$ cat src/rtl/uart_rx_ctrl.sv
// uart_rx_ctrl
//   Host-side controller for the UART receive path. Holds the LCR/IER/DLL/DLM
//   configuration registers, generates the 16x baud tick from a 16-bit
//   divisor, buffers received bytes, tracks overrun/parity/framing errors and
//   produces a prioritised IIR plus a registered interrupt request.
//
//   Build option: define UART_RX_FIFO_EN to get a DEPTH-entry circular FIFO;
//   otherwise the buffer is a single holding register with a valid bit.
//
// Ports
//   clk, reset         clock, synchronous active-high reset
//   addr/wr_en/wdata   host register write port
//   addr/rd_en/rdata   host register read port (rdata registered)
//   rx_byte/rx_done    received byte and frame-complete flag from receiver
//   rx_lsr             receiver status (bit2 parity err, bit3 framing err)
//   bclk               baud tick, one-cycle pulse every {DLM,DLL} clocks
//   lcr, ier           configuration outputs to the receiver
//   irq                interrupt request, active-high, registered

module uart_rx_ctrl #(
    parameter int DEPTH = 16
) (
    input  logic       clk,
    input  logic       reset,
    input  logic [2:0] addr,
    input  logic       wr_en,
    input  logic [7:0] wdata,
    input  logic       rd_en,
    output logic [7:0] rdata,
    input  logic [7:0] rx_byte,
    input  logic       rx_done,
    input  logic [7:0] rx_lsr,
    output logic       bclk,
    output logic [7:0] lcr,
    output logic [7:0] ier,
    output logic       irq
);

    // DEPTH only matters for the FIFO build, but a bad value is always an error.
    if (DEPTH < 2 || (DEPTH & (DEPTH - 1)) != 0) begin : g_bad_depth
        $error("uart_rx_ctrl: DEPTH must be a power of two >= 2");
    end

    // Status bits 0,1 and 4..7 of the receiver are not consumed here.
    logic unused_lsr;
    assign unused_lsr = ^{rx_lsr[7:4], rx_lsr[1:0]};

    logic [7:0]  dll, dlm;
    logic        dlab;
    logic        rd_ok;
    logic        dll_we, dlm_we;
    logic [15:0] divisor, new_div, cnt;

    assign dlab  = lcr[7];
    // A read strobe together with a write is ignored (write wins).
    assign rd_ok = rd_en & ~wr_en;

    // ------------------------------------------------------------------
    // Configuration registers
    // ------------------------------------------------------------------
    assign dll_we = wr_en && addr == 3'd0 && dlab;
    assign dlm_we = wr_en && addr == 3'd1 && dlab;

    always_ff @(posedge clk) begin
        if (reset) begin
            lcr <= 8'h03;
            ier <= 8'h00;
            dll <= 8'h00;
            dlm <= 8'h00;
        end else if (wr_en) begin
            case (addr)
                3'd0: if (dlab) dll <= wdata;
                3'd1: if (dlab) dlm <= wdata; else ier <= wdata;
                3'd3: lcr <= wdata;
                default: ;
            endcase
        end
    end

    // ------------------------------------------------------------------
    // Baud generator
    // ------------------------------------------------------------------
    // The counter is loaded with D on a divisor write and counts down to 1;
    // the pulse is registered, so the first tick lands D cycles after the
    // write and then every D cycles.
    assign divisor = {dlm, dll};
    assign new_div = dll_we ? {dlm, wdata} : {wdata, dll};

    always_ff @(posedge clk) begin
        if (reset) begin
            cnt  <= 16'd0;
            bclk <= 1'b0;
        end else if (dll_we || dlm_we) begin
            cnt  <= new_div;
            bclk <= 1'b0;
        end else if (divisor == 16'd0) begin
            cnt  <= 16'd0;
            bclk <= 1'b0;
        end else if (cnt <= 16'd1) begin
            cnt  <= divisor;
            bclk <= 1'b1;
        end else begin
            cnt  <= cnt - 16'd1;
            bclk <= 1'b0;
        end
    end

    // ------------------------------------------------------------------
    // Edge detection on receiver flags
    // ------------------------------------------------------------------
    logic done_q, pe_in_q, fe_in_q;
    logic push, pe_rise, fe_rise;

    always_ff @(posedge clk) begin
        if (reset) begin
            done_q  <= 1'b0;
            pe_in_q <= 1'b0;
            fe_in_q <= 1'b0;
        end else begin
            done_q  <= rx_done;
            pe_in_q <= rx_lsr[2];
            fe_in_q <= rx_lsr[3];
        end
    end

    assign push    = rx_done   & ~done_q;
    assign pe_rise = rx_lsr[2] & ~pe_in_q;
    assign fe_rise = rx_lsr[3] & ~fe_in_q;

    // ------------------------------------------------------------------
    // Receive buffer
    // ------------------------------------------------------------------
    logic       empty, full, pop, do_push;
    logic [7:0] head;

    // Popping an empty buffer is a no-op; rdata then shows 0x00.
    assign pop     = rd_ok && addr == 3'd0 && !dlab && !empty;
    // A simultaneous pop frees a slot, so a push into a full buffer still fits.
    assign do_push = push && (!full || pop);

`ifdef UART_RX_FIFO_EN
    localparam int AW = $clog2(DEPTH);
    localparam logic [AW:0] FULL_CNT = (AW + 1)'(DEPTH);

    logic [7:0]    mem [DEPTH];
    logic [AW-1:0] wptr, rptr;
    logic [AW:0]   count;

    assign empty = count == '0;
    assign full  = count == FULL_CNT;
    assign head  = mem[rptr];

    always_ff @(posedge clk) begin
        if (do_push) mem[wptr] <= rx_byte;
    end

    always_ff @(posedge clk) begin
        if (reset) begin
            wptr  <= '0;
            rptr  <= '0;
            count <= '0;
        end else begin
            if (do_push) wptr <= wptr + 1'b1;
            if (pop)     rptr <= rptr + 1'b1;
            case ({do_push, pop})
                2'b10:   count <= count + 1'b1;
                2'b01:   count <= count - 1'b1;
                default: ;
            endcase
        end
    end
`else
    logic [7:0] hold;
    logic       valid;

    assign empty = !valid;
    assign full  = valid;
    assign head  = hold;

    always_ff @(posedge clk) begin
        if (reset) begin
            hold  <= 8'h00;
            valid <= 1'b0;
        end else if (do_push) begin
            hold  <= rx_byte;
            valid <= 1'b1;
        end else if (pop) begin
            valid <= 1'b0;
        end
    end
`endif

    // ------------------------------------------------------------------
    // Sticky line-status errors
    // ------------------------------------------------------------------
    logic oe, pe, fe, lsr_clr, oe_set;

    assign lsr_clr = rd_ok && addr == 3'd5;
    assign oe_set  = push && full && !pop;

    // Clear first, then OR in the set so an event coinciding with the LSR
    // read is not lost.
    always_ff @(posedge clk) begin
        if (reset) begin
            oe <= 1'b0;
            pe <= 1'b0;
            fe <= 1'b0;
        end else begin
            oe <= (oe & ~lsr_clr) | oe_set;
            pe <= (pe & ~lsr_clr) | pe_rise;
            fe <= (fe & ~lsr_clr) | fe_rise;
        end
    end

    // ------------------------------------------------------------------
    // Status, interrupt identification and irq
    // ------------------------------------------------------------------
    logic [7:0] lsr, iir;

    assign lsr = {4'b0000, fe, pe, oe, !empty};

    always_comb begin
        iir = 8'h01;
        if (ier[2] && (oe || pe || fe))
            iir = 8'h06;
        else if (ier[0] && !empty)
            iir = 8'h04;
    end

    always_ff @(posedge clk) begin
        if (reset) irq <= 1'b0;
        else       irq <= ~iir[0];
    end

    // ------------------------------------------------------------------
    // Read data: registered, reflects state before this edge's side effects
    // ------------------------------------------------------------------
    logic [7:0] rd_mux;

    always_comb begin
        rd_mux = 8'h00;
        case (addr)
            3'd0: rd_mux = dlab ? dll : (empty ? 8'h00 : head);
            3'd1: rd_mux = dlab ? dlm : ier;
            3'd2: rd_mux = iir;
            3'd3: rd_mux = lcr;
            3'd5: rd_mux = lsr;
            default: rd_mux = 8'h00;
        endcase
    end

    always_ff @(posedge clk) begin
        if (reset)
            rdata <= 8'h00;
        else if (rd_en && wr_en)
            rdata <= 8'h00;
        else if (rd_en)
            rdata <= rd_mux;
    end

endmodule

$ cat config.mk
export PLATFORM = sky130hd
export DESIGN_NAME = uart_rx_ctrl
export DESIGN_NICKNAME = d
export VERILOG_FILES = /design/src/rtl/uart_rx_ctrl.sv
export SDC_FILE = /design/constraint.sdc
export NUM_CORES = 1
export LEC_CHECK = 0
export ABC_AREA = 1
export CAP_MARGIN = 20
export CORE_ASPECT_RATIO = 0.5
export CORE_UTILIZATION = 55
export CTS_CLUSTER_DIAMETER = 30
export CTS_CLUSTER_SIZE = 20
export DETAILED_ROUTE_END_ITERATION = 8
export DONT_BUFFER_PORTS = 1
export PLACE_DENSITY = 0.79
export SYNTH_ARGS = -nofsm -noshare
export SYNTH_HDL_FRONTEND = slang
export SYNTH_SLANG_ARGS = --single-unit
export TNS_END_PERCENT = 5
$ cat constraint.sdc
create_clock -name clk -period 2.1 [get_ports clk]
set_clock_uncertainty 0.05 [all_clocks]
set_input_delay 0.21 -clock clk [delete_from_list [all_inputs] [get_ports clk]]
set_output_delay 0.21 -clock clk [all_outputs]
set_load 0.02 [all_outputs]
# Word-level counts from Yosys, hierarchy flattened
# Cells that the tools add are included.
# word_totals
regBits	73
latchBits	0
ramBits	0
rom_bits	0
out_inout_bits	26
memories	0
# op_classes
addsub	1
mul	0
div_mod_pow	0
magnitude_cmp	1
n_eq_ne	4
shifts	0
mux	13
bitwise_logic	17
reduce_logical	30
# ops
op	count
16-bit two-way mux	4
8-bit case mux with 5 select lines	1
8-bit two-way mux	3
16-bit by 1-bit <= comparator with 1-bit output (second input constant)	1
16-bit zero test	1
16-bit by 1-bit subtractor with 16-bit output (second input constant)	1
1-bit logical AND	14
3-bit AND reduction	3
1-bit bitwise AND	7
1-bit NOT	7
3-bit by 2-bit == test with 1-bit output (second input constant)	2
3-bit two-way mux	2
1-bit logical OR	4
3-bit by 1-bit == test with 1-bit output (second input constant)	1
3-bit == test (second input constant)	1
1-bit zero test	3
3-bit zero test	1
1-bit two-way mux	3
1-bit bitwise OR	3
3-bit OR reduction	1
2-bit AND reduction	1
2-bit nonzero test	1
2-bit OR reduction	1

# Depth between registers and ports, before layout
# Gate-level depths: netlist of run 1.
# depth
word_depth	8
mapped_depth	10
depth_no_buf	9

# Least setup slack after synthesis of run 1
# Ideal clock, no wire load.
# synth_timing
path_type	reg2reg
from	register cnt[0]
to	register cnt[11]
arrival_ns	1.403
t_required_ns	1.979
path_slack_ns	0.576
path_stages_with_launch	11
n_path_buf	1
synth_period_minus_slack_ns	1.524
path_cell_list	dfxtp_1 -> inv_1 -> ha_1 -> o21ai_0 -> nor2_1 -> nand2_1 -> buf_2 -> nor2_1 -> nor2_1 -> nand2_1 -> a21oi_1
# synth_via
elab_chain_cells	4
# synth_rtl
item	line_no	rtl
from (decl)	52	logic [15:0] divisor, new_div, cnt;
from (signal assigned)	94	cnt <= new_div;
from (signal assigned)	100	cnt <= divisor;
from (signal assigned)	103	cnt <= cnt - 16'd1;
16-bit by 1-bit subtractor with 16-bit output / 16-bit by 1-bit <= comparator with 1-bit output (equally long branches)	103, 99	
16-bit two-way mux *	99	end else if (cnt <= 16'd1) begin
16-bit two-way mux *	96	end else if (divisor == 16'd0) begin
16-bit two-way mux *	93	end else if (dll_we || dlm_we) begin
# Mark *: on every way between the ends. The rest lies on a longest branch, timed or not.
# A chain may end at the register's enable or synchronous reset.

# Worst setup path in the final report of run 1
# layout_timing
from	register cnt[0]
to	register cnt[14]
# The elaborated chain is that of the path after synthesis.

==> flow_summary.ini, run 1 <==
[yosys]
ys_types = 29
yosys_register_bits = 73
synth_nets = 610
avgSynthCellArea_um2 = 6.521
syn-cell-area_um2 = 3756
yosysWarnings = 0
synth_top_area_share_pct = 38.91
synth.area.top_cells = dfxtp_1 39%, nand2_1 17%, nor2_1 10%
yosysSeqAreaShare_pct = 38.91
synth_top_area_cell = dfxtp_1
syn_inst = 576

[detailed_routing]
first_pass_iters = 5
viasPerCell = 5.475
drc = 0
num_vias = 3756
drtIter0Drc = 326
ant_nets = 0
post_drt_wl_per_cell_um = 15.15
routed_wl_um = 10390

[cells_and_area]
final_common_cell = nand2_1
num_antenna_cells = 0
fin_cells = 686
final_cell_mix = 174 x nand2_1, 100 x nor2_1, 73 x dfxtp_1, 49 x a21oi_1, 44 x inv_1
final_util_pct = 67.49
n_fill_cell = 534
nets = 627
area_delta_synth_final_pct = 13.76
final_layout_size_suffix_gt1_share_pct = 7.358

[timing]
fin_crit_ns = 1.698
final-setup-viol-count = 0
grt_setup_unrepaired = no
hold_viol_final = 0
tns_ns = 0
fmax_mhz = 588.8
worst_pin_slew_ns = 0.5257
slew_viol_final = 0
relSlewSlack_pct = 64.72
finalCritPeriodShare_pct = 80.87

[status]
status = finished, final reports clean

[grt]
grt_pass1_vias = 3398
gr-total-overflow = 0
antenna_found_initial = 0
grt_first_pass_wirelength_um = 16670
grt_max_degree = 30
grt_usage_pct = 30.33

[setup_path]
path_delay_family = flip-flops
crit_fanout = 13
worstPathArrival_ns = 1.91
required_ns = 2.31
cp-end-kind = register
slowest_delay_ns = 0.37
path_common_cell = nor2_1
cp-start-kind = register
worst-path-buf-inv = 2
slowest_stage = dfxtp_1
cp_cell_sequence = inv_1, ha_1, o21ai_0, nor2_1, nand2_1, buf_4, nor2_1, nor2_1, nand2_1, a21oi_1
crit_type = reg -> reg

[power_and_ir_drop]
p_sw_mw = 0.7890
clkPwrFrac_pct = 47.4
p_comb_share_pct = 6.9
seqPwrFrac_pct = 45.7
sw_frac_of_total_pct = 24.61
p_leak_nw = 1.896
p_per_area_nw_per_um2 = 750.4
ir_worst_vdd_uv = 590.4
internal_power_mw = 2.417

[placement]
io_buffer_count = 0
dp.cells = 654
place_hpwl_um = 7256
routabilityCongestion = 0.8900

[die]
dieArea_um2 = 7184
num_rows = 20
start_util_pct = 59.33
die_y_um = 60.44
die-width_um = 118.9
core_um2 = 6331
io_pins = 58

[clock_network]
clock_sinks = 73
cts_tree = built
clock-root-buffer = clkbuf_16
path_clk_slew_ns = 0.06
htreeDepth = 3
insertion_delay_ns = 0.34
cts_buffers = 9
clockBufferDepth = 2
cts_resized = 0

[min_path]
hold_path_class = in -> reg

[flow_run]
drv_cap = 0
## cell families (layout without fill, tap and decap cells)
family                   count (synthesis)  in the layout  share of synthesized area [%]
XOR/XNOR                                 6              6                          1.399
adder cells (fa/ha/maj)                  2              2                         0.6661
AND/OR/NAND/NOR                        331            331                          37.44
buffers and inverters                   65             87                          7.561
flip-flops                              73             73                          38.91
AO/OA/AOI/OAI                           99             99                          14.02
## per-stage QoR
stage	worst slack, ns	area [um^2]	hold slack, ns	total power [mW]
2_1_floorplan	0.5761	3756	0.2849	1.643
3_3_place_gp	0.4608	3811	0.2320	1.665
3_5_place_dp	0.4200	3811	0.2347	1.671
4_1_cts	0.3700	4258	0.001134	3.202
5_1_grt	0.2023	4273	0.01571	3.307
6_report	0.4017	4273	0.01081	3.206
## worst register-to-register path: stages, from the launching register on
cell and delay [ns]:
dfxtp_1 0.37, inv_1 0.07, ha_1 0.27, o21ai_0 0.17, nor2_1 0.08, nand2_1 0.08
buf_4 0.19, nor2_1 0.06, nor2_1 0.08, nand2_1 0.06, a21oi_1 0.14
## timing repair
item | in CTS | in global routing
endpoints found under the hold margin | 51 | 0
endpoints found under the setup margin | 0 | 0
setup buffers | 0 | 0
hold buffers | 15 | 0
## power groups by stage
stage | registers [mW] | clock network [mW] | logic (mW)
after global placement | 1.49 | 0 | 0.170
after detailed placement | 1.50 | 0 | 0.175
after floorplan | 1.49 | 0 | 0.157
after CTS | 1.47 | 1.52 | 0.215
after global routing | 1.47 | 1.59 | 0.247
final | 1.47 | 1.52 | 0.222
## metal layers
metal	GRT usage (%)	vias to the layer above	wire length, um
met5	0	-	0
met4	9.584	0	172
met3	10.06	23	1027
met2	50.29	185	4584
met1	38.45	1663	4609
li1	-	1885	-
## final cells by class
cell class                      instances  area, um^2  area share (%)
Multi-Input combinational cell        438        2011           47.06
Inverter                               49       183.9           4.305
Clock inverter                          7       71.32           1.669
Clock buffer                            9       225.2           5.271
Tap cell                               88       110.1           2.577
Timing Repair Buffer                   22       210.2           4.919
Sequential cell                        73        1461           34.20
## state kept, by name (all words and copies together) (netlist names), 8 cells and up
signal	count
dll	8
rdata	8
dlm	8
ier	8
cnt	16
lcr	8
head	8
## Yosys cell counts
cell      instances
nor2_1          100
nor3_1            2
o21ai_0          36
xor2_1            2
a21oi_1          49
dfxtp_1          73
nand3_2           2
nor2_2            1
inv_1            44
nor3_4            1
nand3b_1          4
nand3_1          31
clkinv_1          1
buf_2             3
buf_4             1
nand4_1           4
clkbuf_8          1
ha_1              2
clkbuf_1          8
buf_6             3
nor2_4            6
o211ai_1         11
nand2_4           2
inv_2             4
o21ai_2           1
nand2_1         174
nand2_2           4
o21ai_1           2
xnor2_1           4
## worst paths after layout
kind / startpoint / to / slack, ns / cells past startpoint
min reg2reg: head[6] / head[6] / 0.40 / 2
max reg2reg: cnt[0] / cnt[14] / 0.40 / 10
min: wdata[6] / ier[6] / 0.01 / 2
max: cnt[0] / cnt[14] / 0.40 / 10
Power figures use the tool's default switching activity.
==> inputs of run 2 (changes only) <==
==> constraint.sdc (replaced) <==
create_clock -name clk -period 1.8 [get_ports clk]
set_clock_uncertainty 0.05 [all_clocks]
set_input_delay 0.18 -clock clk [delete_from_list [all_inputs] [get_ports clk]]
set_output_delay 0.18 -clock clk [all_outputs]
set_load 0.02 [all_outputs]
==> flow_summary.ini, run 2 (synthesized netlist as in run 1, its figures left out) <==
[timing]
hold_viol_final = 0
fmax_mhz = 606.2
worst_pin_slew_ns = 0.5256
grt_setup_unrepaired = yes
tns_ns = 0
hold_ws_ns = 0.01314
relSlewSlack_pct = 64.72
finalCritPeriodShare_pct = 91.65
fin_crit_ns = 1.650
final-setup-viol-count = 0
slew_viol_final = 0

[setup_path]
path_delay_family = compound AO/OA/AOI/OAI gates
required_ns = 1.97
cp_cell_sequence = inv_1, nand3_1, o21ai_2, nand2_2, o21ai_0, a21oi_1
cp-end-kind = register
cp-start-kind = register
worst-path-buf-inv = 1
slowest_stage = dfxtp_1
slowest_delay_ns = 0.38
worstPathArrival_ns = 1.82
crit_fanout = 15
crit_type = reg -> reg

[grt]
grt_max_degree = 31
gr-total-overflow = 0
grt_usage_pct = 29.97
antenna_found_initial = 0
grt_first_pass_wirelength_um = 16450
grt_pass1_vias = 3404

[clock_network]
cts_buffers = 9
insertion_delay_ns = 0.34
clockBufferDepth = 2
path_clk_slew_ns = 0.06
clock-root-buffer = clkbuf_16
cts_tree = built
clock_sinks = 73
htreeDepth = 3

[placement]
place_hpwl_um = 7138
routabilityCongestion = 0.8992
placed_area_um2 = 3864
dp.cells = 661
io_buffer_count = 0

[cells_and_area]
num_antenna_cells = 0
final_layout_size_suffix_gt1_share_pct = 8.374
area_delta_synth_final_pct = 16.22
register_area_um2 = 1461
fin_cells = 697
n_fill_cell = 533
multi_input_comb_area_um2 = 2021
largest-register = cnt
final_common_cell = nand2_1
largest_reg_flops = 16
nets = 638
final_cell_mix = 174 x nand2_1, 100 x nor2_1, 73 x dfxtp_1, 49 x a21oi_1, 44 x inv_1
final_area_um2 = 4365

[die]
core_um2 = 6331
start_util_pct = 59.33
die_y_um = 60.44
io_pins = 58
die-width_um = 118.9
dieArea_um2 = 7184
num_rows = 20

[power_and_ir_drop]
p_leak_nw = 1.937
ir_worst_vdd_uv = 650.9
p_per_area_nw_per_um2 = 828.8

[detailed_routing]
routed_wl_um = 10260
drc = 0
ant_nets = 0
drtIter0Drc = 331
num_vias = 3771
viasPerCell = 5.410
post_drt_wl_per_cell_um = 14.72
first_pass_iters = 5

[flow_run]
drv_cap = 0

[status]
status = finished, final reports clean

[min_path]
hold_path_class = in -> reg
-- run 2: cell types whose count changed in the layout (fill, tap and decap cells not counted), sizes merged --
cell	change
bufinv	-1
buf	+7
dlygate4sd3	+4
clkbuf	+1
-- run 2: what timing repair did --
action / CTS / global route
buffers inserted: 0 / 0
setup endpoints to repair: 0 / 8
gates resized for setup: 0 / 2
hold buffers: 19 / 0
endpoints found under the hold margin: 64 / 0
-- run 2: metal layers --
metal	GRT usage (%)	vias to the layer above	routed length, um
met5	0	-	0
met1	38.77	1696	4716
li1	-	1907	-
met3	8.459	18	881
met2	48.79	150	4466
met4	11.75	0	197
-- run 2: power by group --
part	switching (mW)	internal (mW)	leakage, nW	total [mW]
Clock	0.698	0.934	0.125	1.63
Sequential	0.0497	1.66	0.593	1.71
Combinational	0.173	0.104	1.22	0.276
Total	0.920	2.70	1.94	3.62
-- run 2: path summary, 6_finish.rpt --
kind,start,end,slack (ns),depth (start not counted)
worst max register to register,lcr[7],head[2],0.15,6
worst max-delay path,lcr[7],head[2],0.15,6
worst min register to register,head[5],head[5],0.40,2
worst min-delay path,rx_byte[5],head[5],0.01,2
-- run 2: area by class of cell --
class,count,area share [%]
repair buffers,33,7.223
clock inverters,6,1.032
multi-input cells,438,46.29
well taps,88,2.522
inverters,49,4.213
clock buffers,10,5.245
flip-flops and latches,73,33.48
-- run 2: per-stage QoR --
step,utilization (%),setup WS [ns],power [mW]
5_1_grt,68.95,-0.005056,3.728
2_1_floorplan,-,0.2761,1.917
4_1_cts,68.36,0.08009,3.626
6_report,68.95,0.1502,3.618
3_5_place_dp,61.03,0.1836,1.951
3_3_place_gp,61.03,0.1738,1.945
==> inputs of run 3 (changes only) <==
--- a/config.mk
+++ b/config.mk
@@ -8,12 +8,12 @@
 export ABC_AREA = 1
 export CAP_MARGIN = 20
 export CORE_ASPECT_RATIO = 0.5
-export CORE_UTILIZATION = 55
+export CORE_UTILIZATION = 35
 export CTS_CLUSTER_DIAMETER = 30
 export CTS_CLUSTER_SIZE = 20
 export DETAILED_ROUTE_END_ITERATION = 8
 export DONT_BUFFER_PORTS = 1
-export PLACE_DENSITY = 0.79
+export PLACE_DENSITY = 0.58
 export SYNTH_ARGS = -nofsm -noshare
 export SYNTH_HDL_FRONTEND = slang
 export SYNTH_SLANG_ARGS = --single-unit
==> flow_summary.ini, run 3 (synthesized netlist as in run 1, its figures left out) <==
[status]
status = finished with violations
violations = negative hold slack

[detailed_routing]
viasPerCell = 4.821
first_pass_iters = 5
drtIter0Drc = 238
drc = 0
routed_wl_um = 10660
num_vias = 3587
ant_nets = 0
post_drt_wl_per_cell_um = 14.33

[grt]
grt_max_degree = 31
antenna_found_initial = 0
grt_pass1_vias = 3294
grt_usage_pct = 20.33
gr-total-overflow = 0
grt_first_pass_wirelength_um = 17220

[timing]
finalCritPeriodShare_pct = 91.05
fmax_mhz = 610.1
hold_ws_ns = -0.001651
grt_setup_unrepaired = no
hold_viol_final = 1
tns_ns = 0
worst_pin_slew_ns = 0.4568
relSlewSlack_pct = 69.51
fin_crit_ns = 1.639
fin_ws_ns = 0.1610
slew_viol_final = 0
final-setup-viol-count = 0

[flow_run]
drv_cap = 0

[placement]
place_ws_ns = 0.1042
place_hpwl_um = 7853
placed_area_um2 = 3919
io_buffer_count = 0
routabilityCongestion = 0.8735

[power_and_ir_drop]
ir_worst_vdd_uv = 440.8
p_leak_nw = 1.922
power.total_mw = 3.677
p_per_area_nw_per_um2 = 836.3

[cells_and_area]
area_delta_synth_final_pct = 17.06
final_cell_mix = 174 x nand2_1, 100 x nor2_1, 72 x dfxtp_1, 49 x a21oi_1, 43 x inv_1
final_area_um2 = 4397
final_layout_size_suffix_gt1_share_pct = 7.947
nets = 633
final_common_cell = nand2_1
num_antenna_cells = 0
n_fill_cell = 1064
largest_reg_flops = 16
largest-register = cnt
final_util_pct = 42.64

[min_path]
hold_path_class = in -> reg
holdPathStages = 2

[setup_path]
cp-start-kind = register
crit_fanout = 11
cp-end-kind = register
crit_type = reg -> reg
reg2regPathDepth = 7
required_ns = 1.97
worstPathArrival_ns = 1.81

[clock_network]
path_clk_slew_ns = 0.06
clock-root-buffer = clkbuf_16
clock_sinks = 73
htreeDepth = 3
cts_tree = built
insertion_delay_ns = 0.34
clockBufferDepth = 2
cts_buffers = 9
cts_setup_buffers = 0

[die]
io_pins = 58
core_um2 = 10310
dieArea_um2 = 11180
num_rows = 26
die-width_um = 148.5
start_util_pct = 36.42
die_y_um = 75.25
==> run 3: final timing paths <==
kind	slack (ns)	end	start
setup / recovery	0.16	cnt[2]	lcr[7]
hold / removal	-0.002	head[4]	rx_byte[4]
setup reg to reg	0.16	cnt[2]	lcr[7]
hold reg to reg	0.40	head[2]	head[2]
==> run 3: what timing repair did <==
action                                 CTS  global route
endpoints found under the hold margin   65             0
hold buffers                            18             0
setup endpoints to repair                0            18
gates resized for setup                  0             5
==> run 3: per-layer routing <==
metal | GRT usage, % | routed length, um | vias up
li1 | - | - | 1896
met1 | 27.41 | 5355 | 1597
met2 | 31.83 | 4627 | 79
met3 | 5.212 | 496 | 15
met4 | 6.987 | 182 | 0
met5 | 0 | 0 | -
==> run 3: cell type report <==
class	count	area [um^2]	share of cell area, %
Multi-Input combinational cell	438	2021	45.96
Sequential cell	73	1463	33.27
Timing Repair Buffer	28	277.8	6.318
Clock buffer	14	264.0	6.005
Inverter	49	183.9	4.183
Tap cell	140	175.2	3.984
Clock inverter	2	12.51	0.2846
==> run 3: critical path: stages (launching register included) <==
cell,delay (ns)
dfxtp_1,0.48
nand2_2,0.15
nor2_4,0.36
nor2_4,0.08
nand2_4,0.16
nor2_4,0.08
o211ai_1,0.08
nand2_1,0.08
==> run 3: where the power goes <==
part           switching (mW)  total, mW  internal (mW)
Clock                   0.688       1.70           1.01
Combinational           0.171      0.270         0.0988
Sequential             0.0509       1.71           1.66
Total                   0.910       3.68           2.77
==> run 3: metrics by stage <==
step,hold slack (ns),instances
after global routing,0.01885,744
after floorplan,0.2549,576
after detailed placement,0.2035,710
final,-0.001651,744
after CTS,0.005250,744
after global placement,0.2014,710
